[src/rtl/operand_pkg.sv]
`default_nettype none
// ============================================================================
// Module   : operand_pkg
// Purpose  : Shared encodings for the operand loader (FSM states, bank slots).
// Revision : 1.0 - initial release
// ============================================================================
package operand_pkg;

  localparam logic       ST_LOAD = 1'b0;
  localparam logic       ST_FULL = 1'b1;

  localparam logic [1:0] OP_A = 2'b00;
  localparam logic [1:0] OP_B = 2'b01;
  localparam logic [1:0] OP_C = 2'b10;
  localparam logic [1:0] OP_D = 2'b11;

  localparam int         NUM_OPS      = 4;
  localparam logic [2:0] C_COUNT_FULL = 3'd4;

  // Word count reported on op_count for a given state/slot pair.
  function automatic logic [2:0] words_held(input logic state, input logic [1:0] idx);
    return (state == ST_FULL) ? C_COUNT_FULL : {1'b0, idx};
  endfunction

endpackage : operand_pkg
`default_nettype wire

[src/rtl/operand_bank.sv]
`default_nettype none
// ============================================================================
// Module   : operand_bank
// Purpose  : Four operand registers (A..D) with indexed write, async clear.
// Revision : 1.0 - initial release
// ============================================================================
module operand_bank
  import operand_pkg::*;
#(
  parameter int WIDTH = 32
) (
  input  logic             clock,
  input  logic             reset,
  input  logic             wr_en,
  input  logic [1:0]       wr_idx,
  input  logic [WIDTH-1:0] wr_data,
  output logic [WIDTH-1:0] out_a,
  output logic [WIDTH-1:0] out_b,
  output logic [WIDTH-1:0] out_c,
  output logic [WIDTH-1:0] out_d
);

  logic [WIDTH-1:0] r_bank [NUM_OPS];

  always_ff @(posedge clock or negedge reset) begin
    if (!reset) begin
      for (int i = 0; i < NUM_OPS; i++) begin
        r_bank[i] <= '0;
      end
    end else if (wr_en) begin
      r_bank[wr_idx] <= wr_data;
    end
  end

  assign out_a = r_bank[OP_A];
  assign out_b = r_bank[OP_B];
  assign out_c = r_bank[OP_C];
  assign out_d = r_bank[OP_D];

endmodule : operand_bank
`default_nettype wire

[src/rtl/operand_loader.sv]
`default_nettype none
// ============================================================================
// Module   : operand_loader
// Purpose  : Assembles a serial word stream into an A..D operand bundle and
//            hands it off on a valid/ready handshake; counts delivered bundles.
// Revision : 1.0 - initial release
// ============================================================================
module operand_loader
  import operand_pkg::*;
#(
  parameter int WIDTH = 32,
  parameter int CNT_W = 16
) (
  input  logic             clock,
  input  logic             reset,
  input  logic             in_valid,
  input  logic [WIDTH-1:0] in_data,
  output logic             in_ready,
  input  logic             flush,
  output logic             out_valid,
  input  logic             out_ready,
  output logic [WIDTH-1:0] out_a,
  output logic [WIDTH-1:0] out_b,
  output logic [WIDTH-1:0] out_c,
  output logic [WIDTH-1:0] out_d,
  output logic [2:0]       op_count,
  output logic [CNT_W-1:0] bundle_count
);

  logic             r_state;
  logic             w_state_nxt;
  logic [1:0]       r_idx;
  logic [1:0]       w_idx_nxt;
  logic [2:0]       r_op_count;
  logic [CNT_W-1:0] r_bundle_count;

  logic             w_in_ready;
  logic             w_accept;
  logic             w_handoff;
  logic [1:0]       w_bank_idx;

  // State register
  always_ff @(posedge clock or negedge reset) begin
    if (!reset) begin
      r_state <= ST_LOAD;
    end else begin
      r_state <= w_state_nxt;
    end
  end

  // Next-state and slot index; flush overrides everything else.
  always_comb begin
    w_state_nxt = r_state;
    w_idx_nxt   = r_idx;
    if (flush) begin
      w_state_nxt = ST_LOAD;
      w_idx_nxt   = OP_A;
    end else if (r_state == ST_LOAD) begin
      if (w_accept) begin
        if (r_idx == OP_D) begin
          w_state_nxt = ST_FULL;
          w_idx_nxt   = OP_A;
        end else begin
          w_idx_nxt = r_idx + 2'd1;
        end
      end
    end else if (out_ready) begin
      // A word taken during hand-off already occupies slot A of the next bundle.
      w_state_nxt = ST_LOAD;
      w_idx_nxt   = w_accept ? OP_B : OP_A;
    end
  end

  // Outputs of the FSM: handshake and bank write steering.
  always_comb begin
    w_in_ready = 1'b0;
    if (reset && !flush) begin
      if (r_state == ST_LOAD) begin
        w_in_ready = 1'b1;
      end else begin
        w_in_ready = out_ready;
      end
    end
    w_accept   = in_valid & w_in_ready;
    w_handoff  = (r_state == ST_FULL) & out_ready & ~flush;
    w_bank_idx = (r_state == ST_FULL) ? OP_A : r_idx;
  end

  always_ff @(posedge clock or negedge reset) begin
    if (!reset) begin
      r_idx      <= OP_A;
      r_op_count <= 3'd0;
    end else begin
      r_idx      <= w_idx_nxt;
      r_op_count <= words_held(w_state_nxt, w_idx_nxt);
    end
  end

  always_ff @(posedge clock or negedge reset) begin
    if (!reset) begin
      r_bundle_count <= '0;
    end else if (w_handoff) begin
      r_bundle_count <= r_bundle_count + 1'b1;
    end
  end

  operand_bank #(
    .WIDTH (WIDTH)
  ) u_bank (
    .clock   (clock),
    .reset   (reset),
    .wr_en   (w_accept),
    .wr_idx  (w_bank_idx),
    .wr_data (in_data),
    .out_a   (out_a),
    .out_b   (out_b),
    .out_c   (out_c),
    .out_d   (out_d)
  );

  assign in_ready     = w_in_ready;
  assign out_valid    = (r_state == ST_FULL);
  assign op_count     = r_op_count;
  assign bundle_count = r_bundle_count;

endmodule : operand_loader
`default_nettype wire

[config.mk]
export PLATFORM = sky130hd
export DESIGN_NAME = operand_loader
export DESIGN_NICKNAME = d
export VERILOG_FILES = /design/src/rtl/operand_pkg.sv /design/src/rtl/operand_bank.sv /design/src/rtl/operand_loader.sv
export SDC_FILE = /design/constraint.sdc
export NUM_CORES = 1
export LEC_CHECK = 0
export CORE_ASPECT_RATIO = 1.25
export CORE_MARGIN = 8
export CORE_UTILIZATION = 50
export CTS_CLUSTER_SIZE = 25
export DETAILED_ROUTE_END_ITERATION = 8
export MAX_ROUTING_LAYER = met4
export PLACE_DENSITY = 0.86
export SYNTH_ARGS = -nofsm -noshare
export SYNTH_HDL_FRONTEND = slang
export SYNTH_HIERARCHICAL = 1
export SYNTH_SLANG_ARGS = --single-unit
[constraint.sdc]
create_clock -name clock -period 6.06 [get_ports clock]
set_input_delay 1.212 -clock clock [delete_from_list [all_inputs] [get_ports clock]]
set_output_delay 1.212 -clock clock [all_outputs]
set_load 0.02 [all_outputs]
==> flow_metrics.tcl, run 1 <==
set metrics [dict create \
    status "finished, final reports clean" \
    cts_setup_buffers 0 \
    whs_path_depth 1 \
    ys_seq_elements 149 \
    synth.distinct_cells 33 \
    synth_top_area_share_pct 64.4 \
    wl_per_cell_um 20.9 \
    netlist_area_sq_mm 0.00579 \
    p_leak_nw 3.80 \
    n_antenna_cell 0 \
    setup_viol_count_final 0 \
    std_cell_rows 44 \
    post-route-util_pct 72.7 \
    crit_start "out_ready" \
    grt_pass1_wl_mm 23.7 \
    dp_hpwl_mm 10.6 \
    reg2reg_slack_ps 3210 \
    worst_slew_pin_slew_ps 1000 \
    gp_congestion 0.794 \
    r2r_start "op_count[2]" \
    skew_ps 7.61 \
    hold_class "reg2reg" \
    vias 3789 \
    core_area_sq_mm 0.0115 \
    synth.avg_cell_area_sq_um 15.8 \
    cap_viol_max_count 0 \
    port_buffers 185 \
    cp-end-kind "output pin" \
    fin_cells 711 \
    met2_usage_pct 35.6 \
    rsz0062_at_grt "no" \
    grt_pass1_vias 4222 \
    nets 599 \
    required_ps 4850 \
    power_mw 2.93 \
    r2r-end "u_bank/out_a[22]" \
    cts_tree "yes" \
    vias_per_cell 5.33 \
    cp-start-kind "input pin" \
    drc 0 \
    first_pass_iters 6 \
    synth_area_leaders "dfrtp_1 64%, mux2_2 25%, xnor2_1 1.2%, xor2_1 0.91%, buf_2 0.78%" \
    cts_made_buffers 17 \
    clock_sinks 149 \
    grt_max_degree 76 \
    clkTransAtPathRegs_ps 60 \
    hold_ws_ps 470 \
    finalHoldViolations 0 \
    yosysTopAreaCell "dfrtp_1" \
    clockBufferDepth 2 \
    met1_usage_pct 22.1 \
    die_height_um 136 \
    crit_type "in2out" \
    critPathMaxFanout 4 \
    overflow 0 \
    synthCells 367 \
    dieArea_sq_mm 0.0153 \
    fin_tns_setup_ps 0 \
    clk_latency_ps 410 \
    rr_worst_depth 5 \
    cts_max_level 4 \
    synth.net_count 406 \
    hold_buffers 0 \
    maxSlewViolCount 0 \
    cellPowerDensity_mw_per_mm2 352 \
    die_x_um 112 \
    max_slew_margin_pct 32.9 \
    n_fill_cell 747 \
    antenna_found_initial 0 \
    post-route-period-util_pct 63.9 \
    drive_above_1_share_pct 29.1 \
    cts-resized-gates 0 \
    track_usage_pct 20.7 \
    synth_warnings 6 \
    start_util_pct 50.5 \
    area_growth_pct 43.9 \
    min_from "bundle_count[15]" \
    ant_nets 0 \
    use_met3_pct 5.29 \
    busiest_layer "met2" \
    ys_seq_area_share_pct 64.4 \
    ir_worst_vdd_mv 0.262 \
    crit_arrival_ps 2660 \
    period_minus_slack_ps 3870 \
    clockRootBuffer "clkbuf_16" \
    fmax_mhz 258 \
    ios 186 \
    dp_cells 679 \
    routed_wl_mm 14.9 \
    whs_endpoint "bundle_count[15]" \
    drt_iter0_drc 141 \
]
-- registers in the layout, indices dropped and copies added (netlist names) --
signal and count:
op_count 3, u_bank/out_d 32, u_bank/out_c 32, r_idx 2, bundle_count 16, u_bank/out_b 32, u_bank/out_a 32
-- power by group --
part / switching, mW / total [mW] / internal [mW] / leakage (nW)
clock: 0.390 / 0.991 / 0.602 / 0.267
sequential: 0.0828 / 1.22 / 1.14 / 1.95
combinational: 0.351 / 0.718 / 0.367 / 1.59
-- layout make-up --
type,count,area (sq um),share of cell area [%]
flip-flops and latches,149,3730,44.8
multi-input cells,198,1950,23.4
repair buffers,190,1890,22.7
clock buffers,23,478,5.74
well taps,138,173,2.07
clock inverters,9,95.1,1.14
inverters,4,15.0,0.180
-- stage by stage --
step / setup WS [ps] / cell area [sq um]
floorplan: 2980 / 5790
global placement: 2110 / 7750
detailed placement: 2040 / 7750
CTS: 2180 / 8330
global route: 2090 / 8330
finish: 2190 / 8330
-- worst max path at each step --
| stage | endpoint |
|---|---|
| 2_1_floorplan | in_ready |
| 3_3_place_gp | u_bank/out_a[23] |
| 3_5_place_dp | u_bank/out_a[16] |
| 4_1_cts | in_ready |
| 5_1_grt | in_ready |
| 6_report | in_ready |
-- metal layers --
metal  vias to the layer above  part of all wire, %
li1                       1692                    -
met2                       123                   54
met4                         0                  2.9
met3                        24                  5.4
met1                      1950                   38
met5                         -                    0
-- logic make-up after synthesis --
family | Yosys count | share of synthesized area (%)
XOR/XNOR | 15 | 2.40
multiplexers | 129 | 25.1
flip-flops | 149 | 64.4
AO/OA/AOI/OAI | 8 | 0.930
adder cells (fa/ha/maj) | 2 | 0.432
AND/OR/NAND/NOR | 44 | 4.61
buffers and inverters | 20 | 2.08
-- layout by cell type (no fill, tap or decap), types with 3 or more instances in the layout --
cell / instances
clkdlybuf4s50_1: 184
dfrtp_1: 149
mux2_2: 127
clkbuf_16: 17
nand2_1: 8
xnor2_1: 8
nor2_1: 7
xor2_1: 6
buf_4: 5
nor2b_1: 4
inv_1: 4
nand3_1: 4
clkinvlp_4: 4
and3_1: 3
a21oi_1: 3
clkbuf_1: 3
clkbuf_8: 3
-- synth_stat cells (all sizes together) --
library cell	count
a2111oi	1
a211oi	2
a21oi	3
a22oi	1
and3	3
and3b	1
and4	2
buf	16
dfrtp	149
ha	2
inv	4
mux2	129
nand2	8
nand2b	1
nand3	5
nand3b	2
nand4	3
nor2	7
nor2b	4
nor3	2
nor3b	2
nor4	2
o21a	1
or3	1
or4	1
xnor2	9
xor2	6
-- critical path: stages --
cell,delay (ps)
clkdlybuf4s50_1,520
nor2b_1,100
nor3b_1,180
clkdlybuf4s50_1,640
(Power assumes the default switching activity.)
==> inputs of run 2 (changes only) <==
CORE_UTILIZATION = 42   (was 50)
PLACE_DENSITY = 0.77   (was 0.86)
clock period = 3.4 ns   (was 6.06 ns; I/O delays follow)
==> run 2 against run 1 <==
  * Register-to-register slack got worse by 2100 ps
  * Global-route usage decreased by 3.4 points
  * Sequential power increased by 79%
  * Clock power increased by 110%
  * Clock skew increased by 1.0 ps
  * Largest power group unchanged
  * Largest cell class unchanged
  * Critical path type unchanged
==> flow_metrics.tcl, run 2 (same netlist as run 1, synthesis figures left out) <==
set metrics [dict create \
    status "finished, final reports clean" \
    p_clk_share_pct 38.0 \
    sw_frac_of_total_pct 26.3 \
    worst_slew_pin_slew_ps 1010 \
    clk_latency_ps 400 \
    cts_max_level 4 \
    antenna_found_initial 0 \
    layout_commonest_cell "clkdlybuf4s50_1" \
    gp_congestion 0.772 \
    first_pass_iters 4 \
    max_slew_margin_pct 32.9 \
    critPathMaxFanout 4 \
    setup_ws_ps 488 \
    track_usage_pct 17.4 \
    seq_power_share_pct 39.4 \
    core_area_sq_mm 0.0136 \
    finalHoldViolations 0 \
    hold_class "in2async" \
    post-place-ws_ps 492 \
    mostFrequentLayoutCells "184 x clkdlybuf4s50_1, 149 x dfrtp_1, 127 x mux2_2, 17 x clkbuf_16" \
    post-route-util_pct 62.4 \
    cpMostUsedCell "clkdlybuf4s50_1" \
    rr_worst_depth 5 \
    dp_hpwl_mm 10.4 \
    area_growth_pct 47.0 \
    reg2reg_slack_ps 1130 \
    cp-end-kind "output pin" \
    port_buffers 185 \
    r2r-end "u_bank/out_a[27]" \
    routed_wl_mm 14.6 \
    drive_above_1_share_pct 29.7 \
    vias 3735 \
    cts_tree "yes" \
    crit_arrival_ps 2230 \
    grt_pass1_wl_mm 23.5 \
    ios 186 \
    required_ps 2720 \
    std_cell_rows 48 \
    die_height_um 147 \
    cap_viol_max_count 0 \
    vias_per_cell 4.97 \
    drt_iter0_drc 145 \
    cts-resized-gates 0 \
    ir_worst_vdd_mv 0.303 \
    r2r_start "op_count[2]" \
    p_sw_mw 1.45 \
    grt_pass1_vias 4215 \
    n_fill_cell 1018 \
    n_antenna_cell 0 \
    clock_sinks 149 \
    p_leak_nw 3.88 \
    maxSlewViolCount 0 \
    worst_path_largest_cell_delay_ps 670 \
    crit_start "out_ready" \
    fmax_mhz 343 \
    fin_tns_setup_ps 0 \
    path_cells "clkdlybuf4s50_1 > nor2b_1 > nor3b_1 > clkdlybuf4s50_1" \
    drc 0 \
    dieArea_sq_mm 0.0178 \
    clkTransAtPathRegs_ps 60 \
    p_int_mw 4.06 \
    cts_made_buffers 17 \
    rsz0062_at_grt "no" \
    cts_setup_buffers 0 \
    crit_type "in2out" \
    setup_viol_count_final 0 \
    overflow 0 \
    die_x_um 121 \
    cellPowerDensity_mw_per_mm2 649 \
    clockRootBuffer "clkbuf_16" \
    p_comb_share_pct 22.6 \
    cp-start-kind "input pin" \
    power_mw 5.52 \
    start_util_pct 42.4 \
    clockBufferDepth 2 \
    ant_nets 0 \
    post-route-period-util_pct 85.6 \
    period_minus_slack_ps 2910 \
    grt_max_degree 83 \
    cpMaxStageDelayCell "clkdlybuf4s50_1" \
    wl_per_cell_um 19.5 \
    nets 603 \
    skew_ps 8.64 \
    hold_buffers 0 \
]
run 2: changes by cell type in the layout (fill, tap and decap cells not counted), sizes merged:
| cell | change |
|---|---|
| clkbuf | -4 |
| buf | +4 |
| bufinv | +5 |
| clkinv | +2 |
| clkinvlp | -4 |
run 2: worst max path at each step:
stage | to | slack [ps] | cells past startpoint
after floorplan | u_bank/out_a[10] | 1290 | 5
after global placement | in_ready | 480 | 4
after detailed placement | u_bank/out_a[23] | 490 | 6
after CTS | in_ready | 500 | 4
after global routing | in_ready | 370 | 3
final | in_ready | 490 | 4
run 2: cell type report:
cell class	instances	area, sq um	share of cell area [%]
repair buffers	194	1930	22.7
well taps	175	219	2.58
flip-flops and latches	149	3730	43.9
inverters	4	15.0	0.177
clock buffers	19	433	5.09
clock inverters	12	225	2.65
multi-input cells	198	1950	22.9
run 2: routing by layer:
metal,track usage [%],vias to the layer above,wire length (um)
li1,-,1692,-
met1,18.7,1903,5720
met2,29.2,124,7610
met3,6.07,16,1070
met4,5.70,0,218
met5,-,-,0
run 2: per-stage QoR:
step	cells	hold WS, ps	cell area (sq um)
2_1_floorplan	367	384	5790
3_3_place_gp	720	458	7840
3_5_place_dp	720	463	7840
4_1_cts	751	50.0	8500
5_1_grt	751	47.0	8500
6_report	751	64.0	8500
run 2: power by group through the flow:
stage / logic (mW) / clock network, mW / registers [mW]
after floorplan: 0.245 / 0 / 2.50
after CTS: 1.27 / 2.13 / 2.18
after detailed placement: 1.26 / 0 / 2.21
after global placement: 1.24 / 0 / 2.19
after global routing: 1.31 / 2.22 / 2.21
final: 1.25 / 2.09 / 2.18
run 2: critical path: cells and delay by family:
kind | cells | cell delay (ps)
and+or+nand+nor | 2 | 360
buffers and inverters | 2 | 1190
